===== config.mk =====
export PLATFORM = sky130hd
export DESIGN_NAME = mod_seq_ctrl_flat
export DESIGN_NICKNAME = d
export VERILOG_FILES = /design/src/rtl/mod_seq_ctrl_if.sv /design/src/rtl/mod_seq_ctrl.sv /design/src/flat_wrapper.sv
export SDC_FILE = /design/constraint.sdc
export NUM_CORES = 1
export LEC_CHECK = 0
export ABC_AREA = 0
export BUFFER_PORTS_ARGS = -buffer_cell sky130_fd_sc_hd__buf_2
export CORE_MARGIN = 1.5
export CORE_UTILIZATION = 51
export DETAILED_ROUTE_END_ITERATION = 8
export GPL_ROUTABILITY_DRIVEN = 0
export GPL_TIMING_DRIVEN = 0
export PLACE_DENSITY = 0.74
export SLEW_MARGIN = 30
export SYNTH_ARGS = -nofsm -noshare
export SYNTH_HDL_FRONTEND = slang
export SYNTH_SLANG_ARGS = --single-unit

===== constraint.sdc =====
create_clock -name clk -period 5.8 [get_ports clk]
set_clock_uncertainty 0.05 [all_clocks]
set_input_delay 1.45 -clock clk [delete_from_list [all_inputs] [get_ports clk]]
set_output_delay 1.45 -clock clk [all_outputs]
set_load 0.02 [all_outputs]

===== src/rtl/mod_seq_ctrl_if.sv =====
// Control/config/status bundle for the multi-modulus sequencer.
interface mod_seq_ctrl_if #(
    parameter int CNT_W  = 4,
    parameter int DEPTH  = 4,
    parameter int SLOT_W = $clog2(DEPTH)
);
    logic              cfg_we;
    logic [SLOT_W-1:0] cfg_addr;
    logic [CNT_W-1:0]  cfg_mod;
    logic              len_we;
    logic [SLOT_W:0]   cfg_len;
    logic              start;
    logic              stop;
    logic              loop;
    logic              busy;
    logic [CNT_W-1:0]  cnt;
    logic [SLOT_W-1:0] slot;
    logic              slot_end;
    logic              done;
    logic              err;

    modport master (
        output cfg_we, cfg_addr, cfg_mod, len_we, cfg_len,
        output start, stop, loop,
        input  busy, cnt, slot, slot_end, done, err
    );

    modport slave (
        input  cfg_we, cfg_addr, cfg_mod, len_we, cfg_len,
        input  start, stop, loop,
        output busy, cnt, slot, slot_end, done, err
    );
endinterface


===== src/rtl/mod_seq_ctrl.sv =====
// Multi-modulus sequencer: steps one counter through a table of moduli.
// Optional sticky config-error detection enabled by MOD_SEQ_ERR_EN.
module mod_seq_ctrl #(
    parameter int CNT_W  = 4,
    parameter int DEPTH  = 4,
    parameter int SLOT_W = $clog2(DEPTH)
) (
    input  logic          clk,
    input  logic          rst,
    mod_seq_ctrl_if.slave bus
);
    typedef enum logic {IDLE, RUN} state_t;

    localparam logic [SLOT_W:0] DEPTH_L = (SLOT_W+1)'(DEPTH);

    state_t            state_q;
    state_t            state_d;
    logic [CNT_W-1:0]  mod_q [DEPTH];
    logic [SLOT_W:0]   len_q;
    logic [CNT_W-1:0]  cnt_q;
    logic [CNT_W-1:0]  cnt_d;
    logic [SLOT_W-1:0] slot_q;
    logic [SLOT_W-1:0] slot_d;
    logic              done_q;
    logic              done_d;
    logic              busy;
    logic              slot_end;
    logic [SLOT_W:0]   len_eff;
    logic [SLOT_W-1:0] last_slot;
    logic [CNT_W-1:0]  lim;
    logic              at_end;
    logic              last;
    logic              idle;
    logic              mod_acc;
    logic              len_acc;

    assign idle = (state_q == IDLE);

    // len of 0 or beyond the table both mean "use every slot"
    always_comb begin
        len_eff = len_q;
        if (len_q == '0 || len_q > DEPTH_L)
            len_eff = DEPTH_L;
    end

    assign last_slot = SLOT_W'(len_eff - 1'b1);
    // m=0 wraps at all-ones, m=1 compares against 0
    assign lim       = mod_q[slot_q] - 1'b1;
    assign at_end    = (cnt_q == lim);
    assign last      = (slot_q == last_slot);

`ifdef MOD_SEQ_ERR_EN
    logic mod_ok;
    logic len_ok;
    logic err_q;
    logic err_set;

    assign mod_ok  = (bus.cfg_mod > CNT_W'(1));
    assign len_ok  = (bus.cfg_len != '0) && (bus.cfg_len <= DEPTH_L);
    assign mod_acc = bus.cfg_we && mod_ok;
    assign len_acc = bus.len_we && len_ok;
    assign err_set = idle ? ((bus.cfg_we && !mod_ok) ||
                             (bus.len_we && !len_ok))
                          : (bus.cfg_we || bus.len_we);

    always_ff @(posedge clk) begin
        if (!rst)
            err_q <= 1'b0;
        else if (err_set)
            err_q <= 1'b1;
    end

    assign bus.err = err_q;
`else
    assign mod_acc = bus.cfg_we;
    assign len_acc = bus.len_we;
    assign bus.err = 1'b0;
`endif

    always_ff @(posedge clk) begin
        if (!rst) begin
            for (int i = 0; i < DEPTH; i++)
                mod_q[i] <= CNT_W'(2);
            mod_q[0] <= CNT_W'(5);
            mod_q[1] <= CNT_W'(3);
            mod_q[2] <= CNT_W'(6);
            len_q    <= (SLOT_W+1)'(3);
        end else if (idle) begin
            if (mod_acc)
                mod_q[bus.cfg_addr] <= bus.cfg_mod;
            if (len_acc)
                len_q <= bus.cfg_len;
        end
    end

    always_ff @(posedge clk) begin
        if (!rst)
            state_q <= IDLE;
        else
            state_q <= state_d;
    end

    always_comb begin
        state_d = state_q;
        unique case (state_q)
            IDLE: begin
                if (bus.start && !bus.stop)
                    state_d = RUN;
            end
            RUN: begin
                if (bus.stop)
                    state_d = IDLE;
                else if (at_end && last && !bus.loop)
                    state_d = IDLE;
            end
            default: state_d = IDLE;
        endcase
    end

    always_comb begin
        busy     = (state_q == RUN);
        slot_end = busy && at_end;
        cnt_d    = '0;
        slot_d   = '0;
        done_d   = 1'b0;
        if (busy && !bus.stop) begin
            if (!at_end) begin
                cnt_d  = cnt_q + 1'b1;
                slot_d = slot_q;
            end else if (!last) begin
                slot_d = slot_q + 1'b1;
            end else begin
                done_d = !bus.loop;
            end
        end
    end

    always_ff @(posedge clk) begin
        if (!rst) begin
            cnt_q  <= '0;
            slot_q <= '0;
            done_q <= 1'b0;
        end else begin
            cnt_q  <= cnt_d;
            slot_q <= slot_d;
            done_q <= done_d;
        end
    end

    assign bus.busy     = busy;
    assign bus.cnt      = cnt_q;
    assign bus.slot     = slot_q;
    assign bus.slot_end = slot_end;
    assign bus.done     = done_q;
endmodule


===== src/flat_wrapper.sv =====
// flat-port wrapper written by rule: the top's interface ports become plain ports
module mod_seq_ctrl_flat 
#(
    parameter int CNT_W  = 4,
    parameter int DEPTH  = 4,
    parameter int SLOT_W = $clog2(DEPTH)
)
  (clk, rst, bus_cfg_we, bus_cfg_addr, bus_cfg_mod, bus_len_we, bus_cfg_len, bus_start, bus_stop, bus_loop, bus_busy, bus_cnt, bus_slot, bus_slot_end, bus_done, bus_err);
  mod_seq_ctrl_if #(.CNT_W(CNT_W), .DEPTH(DEPTH), .SLOT_W(SLOT_W)) bus_i ();
  input  logic clk;
  input  logic rst;
  input wire logic [$bits(bus_i.cfg_we)-1:0] bus_cfg_we;
  input wire logic [$bits(bus_i.cfg_addr)-1:0] bus_cfg_addr;
  input wire logic [$bits(bus_i.cfg_mod)-1:0] bus_cfg_mod;
  input wire logic [$bits(bus_i.len_we)-1:0] bus_len_we;
  input wire logic [$bits(bus_i.cfg_len)-1:0] bus_cfg_len;
  input wire logic [$bits(bus_i.start)-1:0] bus_start;
  input wire logic [$bits(bus_i.stop)-1:0] bus_stop;
  input wire logic [$bits(bus_i.loop)-1:0] bus_loop;
  output wire logic [$bits(bus_i.busy)-1:0] bus_busy;
  output wire logic [$bits(bus_i.cnt)-1:0] bus_cnt;
  output wire logic [$bits(bus_i.slot)-1:0] bus_slot;
  output wire logic [$bits(bus_i.slot_end)-1:0] bus_slot_end;
  output wire logic [$bits(bus_i.done)-1:0] bus_done;
  output wire logic [$bits(bus_i.err)-1:0] bus_err;
  assign bus_i.cfg_we = bus_cfg_we;
  assign bus_i.cfg_addr = bus_cfg_addr;
  assign bus_i.cfg_mod = bus_cfg_mod;
  assign bus_i.len_we = bus_len_we;
  assign bus_i.cfg_len = bus_cfg_len;
  assign bus_i.start = bus_start;
  assign bus_i.stop = bus_stop;
  assign bus_i.loop = bus_loop;
  assign bus_busy = bus_i.busy;
  assign bus_cnt = bus_i.cnt;
  assign bus_slot = bus_i.slot;
  assign bus_slot_end = bus_i.slot_end;
  assign bus_done = bus_i.done;
  assign bus_err = bus_i.err;
  mod_seq_ctrl #(.CNT_W(CNT_W), .DEPTH(DEPTH), .SLOT_W(SLOT_W)) u_core (.clk(clk), .rst(rst), .bus(bus_i));
endmodule

# Word-level counts from Yosys, hierarchy flattened
# Memories as Yosys holds them, arrays and structs flattened. A register that Yosys moved wholly into a read port is not among the register bits.
# Index checks and enable logic that the tools add are counted.
# W data, S select, Z words.
[word_totals] register_bits=11 n_memories=1 input_bits=16 mem_bits_rw=16 output_inout_bits=10 elab_cells=52
[memory_table] name="u_core.mod_q" depth=4 word_bits=4 read_ports=1 rd_clocked_by_memory_dff=1 wr=4 line="mod_seq_ctrl.sv:18" source="logic [CNT_W-1:0] mod_q [DEPTH];"
[classes] add_sub_neg=4 muxes=19 magnitude_cmp=1 reduce_logical=14 n_bitwise=6 eq_ne=2
[ops] op="$mux W4" count=4
[ops] op="$mux W2" count=5
[ops] op="$mux W1" count=9
[ops] op="$logic_and A1 B1 Y1" count=5
[ops] op="$add A4 B1 Y4 const B" count=1
[ops] op="$eq A4 B4 Y1" count=1
[ops] op="$reduce_and A2 Y1" count=2
[ops] op="$reduce_and A4 Y1" count=1
[ops] op="$reduce_or A4 Y1" count=1
[ops] op="$sub A4 B1 Y4 const B" count=1
[ops] op="$gt A3 B3 Y1 const B" count=1
[ops] op="$logic_not A3 Y1" count=1
[ops] op="$not A1 Y1" count=3
[ops] op="$or A1 B1 Y1" count=3
[ops] op="$reduce_or A3 Y1" count=1
[ops] op="$add A2 B1 Y2 const B" count=1
[ops] op="$eq A2 B2 Y1" count=1
[ops] op="$logic_not A1 Y1" count=2
[ops] op="$pmux W1 S2" count=1
[ops] op="$sub A2 B1 Y2 const B" count=1
[ops] op="$logic_or A1 B1 Y1" count=1

# Longest topological paths before layout
# Gate-level depths: netlist (run 1).
[logic_depth] depth_word=10 mapped_depth=8 ltp_nobuf=8

# Worst setup path after synthesis (run 1)
# No wires, ideal clock.
[synth_path] path_type="reg2out" from="register with a tool-made name" to="output port bus_slot_end" path_buffers=0 stages_incl_launch_ff=9 arrival_time_ns=2.111 t_required_ns=4.300 path_slack_ns=2.189 cell_sequence="dfxtp_1 > mux4_2 > inv_1 > ha_1 > xor2_1 > xnor2_1 > nand3_1 > nor2_4 > and2_1"
[synth_rtl] item="end, declared" line="flat_wrapper.sv:23" source="output wire logic [$bits(bus_i.slot_end)-1:0] bus_slot_end;"

==> results of run 1 <==
## through the flow
step | setup WS [ns] | hold slack [ns] | cells | power, mW | area (µm²)
finish | 1.65 | 0.497 | 184 | 0.368 | 1570
global route | 1.44 | 0.539 | 184 | 0.390 | 1570
CTS | 1.60 | 0.510 | 184 | 0.374 | 1570
detailed placement | 1.98 | 0.498 | 176 | 0.265 | 1520
global placement | 1.99 | 0.483 | 176 | 0.263 | 1520
floorplan | 2.19 | 0.478 | 122 | 0.252 | 1370
## registers in the layout, summed over array words and instances, names as in the netlist, named ones only
| register | flops |
|---|---|
| u_core.mod_q | 16 |
| u_core.bus.done | 1 |
| u_core.bus.busy | 1 |
| u_core.len_q | 3 |
| u_core.bus.cnt | 4 |
| u_core.bus.slot | 2 |
## area by class of cell
type                    instances  area [µm²]  area share
plain buffers                   1        7.51     0.00477
clock buffers                   8        48.8      0.0310
repair buffers                 24         120      0.0764
well taps                      30        37.5      0.0239
inverters                       6        22.5      0.0143
flip-flops and latches         29         741       0.471
multi-input cells              86         596       0.379
## kinds of logic after synthesis
group,share of synthesized area
AND/OR/NAND/NOR,0.220
XOR/XNOR,0.0577
buffers and inverters,0.0220
multiplexers,0.0879
other,0.00274
AO/OA/AOI/OAI,0.0494
adder cells (fa/ha/maj),0.0183
flip-flops,0.542
## cells in the mapped netlist (all sizes together)
| cell type | instances |
|---|---|
| nand3 | 2 |
| buf | 1 |
| and3 | 2 |
| nand2 | 13 |
| edfxtp | 16 |
| o21ai | 3 |
| nor4 | 1 |
| nor2 | 10 |
| nand2b | 4 |
| o2bb2ai | 1 |
| ha | 2 |
| dfxtp | 13 |
| xnor2 | 5 |
| and4 | 1 |
| mux4 | 4 |
| o211ai | 1 |
| a31oi | 2 |
| or3 | 1 |
| xor2 | 4 |
| nand3b | 1 |
| nor2b | 3 |
| conb | 1 |
| inv | 6 |
| mux2i | 3 |
| and2 | 7 |
| nor3 | 7 |
| a21oi | 3 |
| or3b | 1 |
| or2 | 3 |
| a2111oi | 1 |
## how the worst max path moves through the flow
stage	startpoint	to	slack, ns	depth (start not counted)
after floorplan	flip-flop	bus_slot_end	2.19	8
after global placement	flip-flop	bus_slot_end	1.99	9
after detailed placement	flip-flop	bus_slot_end	1.98	9
after CTS	flip-flop	bus_slot_end	1.60	9
after global routing	flip-flop	bus_slot_end	1.44	9
final	flip-flop	bus_slot_end	1.65	9
## metal layers
| metal | GRT usage | vias up | wire length [µm] |
|---|---|---|---|
| li1 | - | 492 | - |
| met2 | 0.335 | 26 | 1220 |
| met4 | 0.104 | 0 | 30 |
| met5 | 0 | - | 0 |
| met1 | 0.223 | 443 | 1020 |
| met3 | 0.0710 | 6 | 113 |
## power breakdown
part | leakage, nW | internal [mW] | switching [mW]
sequential | 0.259 | 0.223 | 0.00430
clock | 0.0265 | 0.0482 | 0.0605
combinational | 0.340 | 0.0143 | 0.0178
## critical path, delay by kind of cell, from the launching register on
family        cells  cell delay (ns)
flops             1             0.47
xor+xnor          2             0.32
buf+inv           2             0.24
mux               1             0.59
simple gates      3             0.56
fa+ha+maj         1             0.15
==> impl_metrics.env, run 1 <==
export IMPL_outcome="completed"
export IMPL_viasPerCell=5.26
export IMPL_crit_path_max_fanout=9
export IMPL_grt_use_total=0.201
export IMPL_slew_headroom=0.577
export IMPL_grt_max_degree=10
export IMPL_synth_area_leaders="edfxtp_1 35%, dfxtp_1 19%, mux4_2 6.6%"
export IMPL_clk_latency_ns=0.31
export IMPL_vdd_ir_drop_max_v=0.000158
export IMPL_portBuffers=24
export IMPL_p_leak_nw=0.626
export IMPL_worstSetupEndpointType="primary output"
export IMPL_finalMaxSlewViolations=0
export IMPL_period_minus_slack_ns=4.15
export IMPL_drtAntennaViolNets=0
export IMPL_final_core_util=0.629
export IMPL_num_io_pins=26
export IMPL_finalSetupViolCount=0
export IMPL_ys_seq_elements=29
export IMPL_r2r_setup_slack_ns=3.41
export IMPL_critPathRequiredTime_ns=4.30
export IMPL_start_util=0.547
export IMPL_grt_pass1_wl_um=4020
export IMPL_worstPathCellList="mux4_2, inv_1, ha_1, xor2_1, xnor2_1, nand3_1, nor2_4, and2_1, buf_2"
export IMPL_area_delta_synth_final_pct=15.1
export IMPL_reg2regPathDepth=8
export IMPL_min_path_type="flip-flop to flip-flop"
export IMPL_hpwl_um=1880
export IMPL_antenna_found_initial=0
export IMPL_final_common_cell="buf_2"
export IMPL_first_global_vias=937
export IMPL_coreArea_mm2=0.00250
export IMPL_synth_area_per_cell_um2=11.2
export IMPL_layout_nets=171
export IMPL_hold_viol_final=0
export IMPL_dieArea_mm2=0.00300
export IMPL_synth_top_area_cell="edfxtp_1"
export IMPL_maxCapViolations=0
export IMPL_layout_common_cells="24 x buf_2, 16 x edfxtp_1, 13 x nand2_1, 13 x dfxtp_1, 9 x nor2_1"
export IMPL_tightestPinTransition_ns=0.628
export IMPL_dr_total_vias=967
export IMPL_cts_sinks=29
export IMPL_clock_fmax_mhz=241
export IMPL_drive_gt1_frac=0.260
export IMPL_syn_nets=140
export IMPL_clk_path_buf_depth=2
export IMPL_die_y_um=54.8
export IMPL_die_w_um=54.8
export IMPL_yosysSeqAreaShare=0.542
export IMPL_wl_um=2390
export IMPL_start_kind="flip-flop"
export IMPL_antenna_cells=0
export IMPL_netlist_area_mm2=0.00137
export IMPL_min_path_cells=1
export IMPL_grt_ovfl_total=0
export IMPL_ys_types=32
export IMPL_fp_row_count=18
export IMPL_holdBufCountCts=0
export IMPL_cpPeakStageDelay_ns=0.59
export IMPL_cts_tree="built"
export IMPL_crit_slowest_cell="mux4_2"
export IMPL_path_class="flip-flop to primary output"
export IMPL_h_tree_depth=2
export IMPL_postCtsResizedCells=0
export IMPL_layout_worst_path_cycle_share=0.716
export IMPL_drt_pass1_iterations=4
export IMPL_postSynthCellCount=122
export IMPL_fillCellCount=207
export IMPL_drt_iter0_drc=14
export IMPL_cts_buffers=5
export IMPL_clock_root_buffer="clkbuf_4"
export IMPL_yosysTopAreaCellShare=0.352
export IMPL_drc_errors=0
export IMPL_cts_setup_buffers=0
export IMPL_yosysWarnings=0
export IMPL_whs_endpoint="u_core.bus.cnt[0]"
export IMPL_cp_data_arrival_time_ns=2.65
export IMPL_clkTransAtPathRegs_ns=0.08
export IMPL_powerDensity_mw_per_mm2=234
export IMPL_fin_setup_tns_ns=0
export IMPL_grt_setup_unrepaired="false"
export IMPL_wire_per_inst_um=13.0
export IMPL_worstHoldStart="u_core.bus.cnt[0]"
Power figures use the tool's default switching activity.
==> inputs of run 2 (changes only) <==
--- a/config.mk
+++ b/config.mk
@@ -8,11 +8,11 @@
 export ABC_AREA = 0
 export BUFFER_PORTS_ARGS = -buffer_cell sky130_fd_sc_hd__buf_2
 export CORE_MARGIN = 1.5
-export CORE_UTILIZATION = 51
+export CORE_UTILIZATION = 48
 export DETAILED_ROUTE_END_ITERATION = 8
 export GPL_ROUTABILITY_DRIVEN = 0
 export GPL_TIMING_DRIVEN = 0
-export PLACE_DENSITY = 0.74
+export PLACE_DENSITY = 0.73
 export SLEW_MARGIN = 30
 export SYNTH_ARGS = -nofsm -noshare
 export SYNTH_HDL_FRONTEND = slang
==> constraint.sdc (replaced) <==
create_clock -name clk -period 3.55 [get_ports clk]
set_clock_uncertainty 0.05 [all_clocks]
set_input_delay 0.8875 -clock clk [delete_from_list [all_inputs] [get_ports clk]]
set_output_delay 0.8875 -clock clk [all_outputs]
set_load 0.02 [all_outputs]
==> run 2 against run 1 <==
Compared with the run above: core utilization shrank 2.0 points; count of clock-buffer cells in the layout decreased by 2; sequential share of layout area down 2.4 points; final area grew 5.9%; sequential cell count unchanged; global-route usage decreased by 1.9 points; largest cell class unchanged; highest routed layer unchanged.
==> impl_metrics.env, run 2 (synthesis results as in run 1) <==
export IMPL_grt_use_total=0.182
export IMPL_busiest_layer="met2"
export IMPL_slew_headroom=0.616
export IMPL_finalMaxSlewViolations=0
export IMPL_min_path_type="flip-flop to flip-flop"
export IMPL_fin_setup_tns_ns=0
export IMPL_grt_max_degree=11
export IMPL_num_io_pins=26
export IMPL_layout_common_cells="23 x buf_2, 16 x edfxtp_1, 13 x nand2_1"
export IMPL_fin_area_mm2=0.00167
export IMPL_vdd_ir_drop_max_v=0.000346
export IMPL_cts_buffers=5
export IMPL_drt_pass1_iterations=4
export IMPL_antenna_found_initial=0
export IMPL_cpPeakStageDelay_ns=0.52
export IMPL_fin_ws_ns=0.176
export IMPL_maxCapViolations=0
export IMPL_first_global_vias=908
export IMPL_outcome="completed"
export IMPL_largest_reg_flops=16
export IMPL_clkTransAtPathRegs_ns=0.10
export IMPL_multi_input_area_um2=601
export IMPL_h_tree_depth=2
export IMPL_area_delta_synth_final_pct=21.9
export IMPL_drtAntennaViolNets=0
export IMPL_layout_nets=178
export IMPL_start_kind="flip-flop"
export IMPL_worstPathCellList="mux4_2, inv_1, ha_1, xor2_1, xnor2_1, nand3_2, nor2_4, and2_1, buf_4"
export IMPL_grt_use_met1=0.214
export IMPL_start_util=0.500
export IMPL_hpwl_um=1900
export IMPL_die_y_um=56.4
export IMPL_worstSetupEndpointType="primary output"
export IMPL_layout_worst_path_cycle_share=0.950
export IMPL_grt_ovfl_total=0
export IMPL_grt_setup_unrepaired="false"
export IMPL_critPathRequiredTime_ns=2.61
export IMPL_wire_per_inst_um=13.4
export IMPL_placed_area_mm2=0.00153
export IMPL_path_class="flip-flop to primary output"
export IMPL_drive_gt1_frac=0.317
export IMPL_drc_errors=0
export IMPL_fp_row_count=19
export IMPL_powerDensity_mw_per_mm2=418
export IMPL_critPathTopFamily="multiplexers"
export IMPL_dr_total_vias=1005
export IMPL_wl_um=2570
export IMPL_period_minus_slack_ns=3.37
export IMPL_top_register="u_core.mod_q"
export IMPL_coreArea_mm2=0.00273
export IMPL_met2_usage=0.294
export IMPL_crit_slowest_cell="mux4_2"
export IMPL_post_place_ws_ns=0.292
export IMPL_tightestPinTransition_ns=0.571
export IMPL_cp_data_arrival_time_ns=2.44
export IMPL_cts_tree="built"
export IMPL_clk_latency_ns=0.34
export IMPL_grt_pass1_wl_um=4240
export IMPL_hold_viol_final=0
export IMPL_viasPerCell=5.23
export IMPL_crit_path_max_fanout=6
export IMPL_portBuffers=24
export IMPL_p_leak_nw=0.681
export IMPL_clock_root_buffer="clkbuf_4"
export IMPL_cp_buffers_inverters=2
export IMPL_final_common_cell="buf_2"
export IMPL_fillCellCount=227
export IMPL_dieArea_mm2=0.00318
export IMPL_ff_latch_area_um2=744
export IMPL_final_core_util=0.609
export IMPL_cts_sinks=29
export IMPL_drt_iter0_drc=21
export IMPL_clock_fmax_mhz=296
export IMPL_use_met3=0.0876
export IMPL_clk_path_buf_depth=2
export IMPL_finalSetupViolCount=0
export IMPL_die_w_um=56.4
export IMPL_antenna_cells=0
-- run 2: final cells by class --
cell class	instances	share of cell area
Sequential cell	29	0.447
Clock buffer	6	0.0248
Multi-Input combinational cell	86	0.361
Timing Repair Buffer	31	0.105
Buffer	1	0.00451
Tap cell	31	0.0233
Inverter	6	0.0135
Clock inverter	2	0.0210
-- run 2: stage by stage --
step	std cells	total power [mW]	hold slack, ns
2_1_floorplan	122	0.412	0.478
3_3_place_gp	177	0.430	0.481
3_5_place_dp	177	0.433	0.492
4_1_cts	185	0.693	0.515
5_1_grt	192	0.723	0.536
6_report	192	0.696	0.495
-- run 2: path summary, 6_finish.rpt --
check / endpoint / start / cells after the start / slack (ns)
setup / recovery: bus_slot_end / u_core.mod_q[2][0] / 9 / 0.18
hold / removal: u_core.bus.cnt[0] / u_core.bus.cnt[0] / 1 / 0.50
setup reg to reg: flip-flop / u_core.mod_q[2][0] / 9 / 1.25
hold reg to reg: u_core.bus.cnt[0] / u_core.bus.cnt[0] / 1 / 0.50
-- run 2: report_power, final --
group          switching, mW  total, mW  internal [mW]
clock network          0.119      0.266          0.148
logic                 0.0312     0.0583         0.0271
registers            0.00699      0.371          0.364
total                  0.157      0.696          0.539
-- run 2: timing repair --
item                       in CTS  in global routing
setup endpoints to repair       1                  1
hold buffers                    0                  0
pin swaps                       1                  2
gates resized for setup         1                  3
buffers inserted                0                  7
-- run 2: metal layers --
metal	vias up	routed length [µm]
met5	-	0
met4	0	36
met3	5	169
met2	34	1280
met1	458	1090
li1	508	-
==> inputs of run 3 (changes only) <==
--- a/config.mk
+++ b/config.mk
@@ -7,12 +7,14 @@
 export LEC_CHECK = 0
 export ABC_AREA = 0
 export BUFFER_PORTS_ARGS = -buffer_cell sky130_fd_sc_hd__buf_2
+export CELL_PAD_IN_SITES_DETAIL_PLACEMENT = 1
+export CELL_PAD_IN_SITES_GLOBAL_PLACEMENT = 2
 export CORE_MARGIN = 1.5
-export CORE_UTILIZATION = 48
+export CORE_UTILIZATION = 31
 export DETAILED_ROUTE_END_ITERATION = 8
 export GPL_ROUTABILITY_DRIVEN = 0
 export GPL_TIMING_DRIVEN = 0
-export PLACE_DENSITY = 0.73
+export PLACE_DENSITY_LB_ADDON = 0.1
 export SLEW_MARGIN = 30
 export SYNTH_ARGS = -nofsm -noshare
 export SYNTH_HDL_FRONTEND = slang
==> run 3 against run 2 <==
Compared with the run above: combinational power shrank 5.5%; highest routed layer unchanged; global-route usage is 5.8 points lower; critical path type unchanged; total power grew 0.40%; maximum frequency about the same; worst setup slack better by 0.0027 ns; via count shrank 4.0%.
==> impl_metrics.env, run 3 (synthesis results as in run 1) <==
export IMPL_outcome="completed"
export IMPL_start_util=0.332
export IMPL_maxCapViolations=0
export IMPL_drive_gt1_frac=0.299
export IMPL_viasPerCell=4.66
export IMPL_period_minus_slack_ns=3.37
export IMPL_first_global_vias=998
export IMPL_antenna_cells=0
export IMPL_coreArea_mm2=0.00412
export IMPL_clk_latency_ns=0.28
export IMPL_antenna_found_initial=0
export IMPL_start_kind="flip-flop"
export IMPL_wire_per_inst_um=13.2
export IMPL_critPathRequiredTime_ns=2.61
export IMPL_whs_ns=0.490
export IMPL_clkTransAtPathRegs_ns=0.07
export IMPL_path_class="flip-flop to primary output"
export IMPL_final_common_cell="buf_2"
export IMPL_grt_use_total=0.125
export IMPL_portBuffers=24
export IMPL_wl_um=2730
export IMPL_clk_path_buf_depth=2
export IMPL_layout_nets=174
export IMPL_holdBufCountCts=0
export IMPL_die_y_um=69.4
export IMPL_finalMaxSlewViolations=0
export IMPL_layout_common_cells="24 x buf_2, 16 x edfxtp_1, 13 x nand2_1"
export IMPL_grt_setup_unrepaired="false"
export IMPL_cts_tree="built"
export IMPL_clock_fmax_mhz=297
export IMPL_crit_path_max_fanout=5
export IMPL_layout_worst_path_cycle_share=0.950
export IMPL_hpwl_um=2180
export IMPL_slew_headroom=0.655
export IMPL_min_path_type="flip-flop to flip-flop"
export IMPL_drt_iter0_drc=25
export IMPL_drtAntennaViolNets=0
export IMPL_dr_total_vias=965
export IMPL_cp_data_arrival_time_ns=2.43
export IMPL_drc_errors=0
export IMPL_grt_ovfl_total=0
export IMPL_largest_reg_flops=16
export IMPL_tightestPinTransition_ns=0.512
export IMPL_hold_viol_final=0
export IMPL_fin_setup_tns_ns=0
export IMPL_drt_pass1_iterations=2
export IMPL_grt_max_degree=12
export IMPL_h_tree_depth=2
export IMPL_area_delta_synth_final_pct=21.8
export IMPL_dieArea_mm2=0.00481
export IMPL_grt_pass1_wl_um=4670
export IMPL_clock_root_buffer="clkbuf_8"
export IMPL_fp_row_count=23
export IMPL_r2r_setup_slack_ns=1.19
export IMPL_die_w_um=69.4
export IMPL_p_leak_nw=0.653
export IMPL_final_core_util=0.404
export IMPL_powerDensity_mw_per_mm2=420
export IMPL_cts_buffers=5
export IMPL_cts_sinks=29
export IMPL_finalSetupViolCount=0
export IMPL_worstSetupEndpointType="primary output"
export IMPL_top_register="u_core.mod_q"
export IMPL_vdd_ir_drop_max_v=0.000309
export IMPL_num_io_pins=26
[run 3: layer usage]
| layer | wire (µm) | track usage |
|---|---|---|
| met2 | 1360 | 0.203 |
| met5 | 0 | 0 |
| met1 | 1250 | 0.154 |
| met3 | 113 | 0.0451 |
| met4 | 17 | 0.0392 |
[run 3: path summary, 6_finish.rpt]
path | startpoint | to | cells after the start
worst max-delay path | flip-flop | bus_slot_end | 9
worst min-delay path | u_core.bus.cnt[0] | u_core.bus.cnt[0] | 1
worst min register to register | u_core.bus.cnt[0] | u_core.bus.cnt[0] | 1
worst max register to register | flip-flop | flip-flop | 9
[run 3: power breakdown]
part	internal [mW]	total, mW	leakage, nW	switching (mW)
combinational	0.0253	0.0551	0.357	0.0299
sequential	0.365	0.372	0.259	0.00716
clock	0.137	0.271	0.0364	0.134
[run 3: repair_timing]
item | CTS | global route
pin swaps | 0 | 1
gates resized for setup | 1 | 0
setup endpoints to repair | 1 | 1
setup buffers | 0 | 3
[run 3: final cells by class]
class                      instances  area, µm²
buffer                             1       7.51
clock buffer                       5       68.8
clock inverter                     3       22.5
fill                             467       2450
inverter                           6       22.5
multi-input combinational         86        596
sequential                        29        742
tap                               50       62.6
timing repair buffer              27        143
[run 3: stage by stage]
stage          instance area [µm²]  std cells  power, mW  worst slack (ns)
6_report                      1660        207      0.699             0.178
5_1_grt                       1660        207      0.733            0.0201
4_1_cts                       1640        204      0.705            0.0166
3_5_place_dp                  1550        196      0.434             0.241
3_3_place_gp                  1550        196      0.432             0.266
2_1_floorplan                 1370        122      0.412             0.501
[run 3: critical path, stage by stage (launching register included)]
cell and delay [ns]:
dfxtp_2 0.40, mux4_2 0.57, inv_1 0.09, ha_1 0.15, xor2_1 0.18, xnor2_1 0.14
nand3_1 0.17, nor2_4 0.17, and2_1 0.14, buf_2 0.15
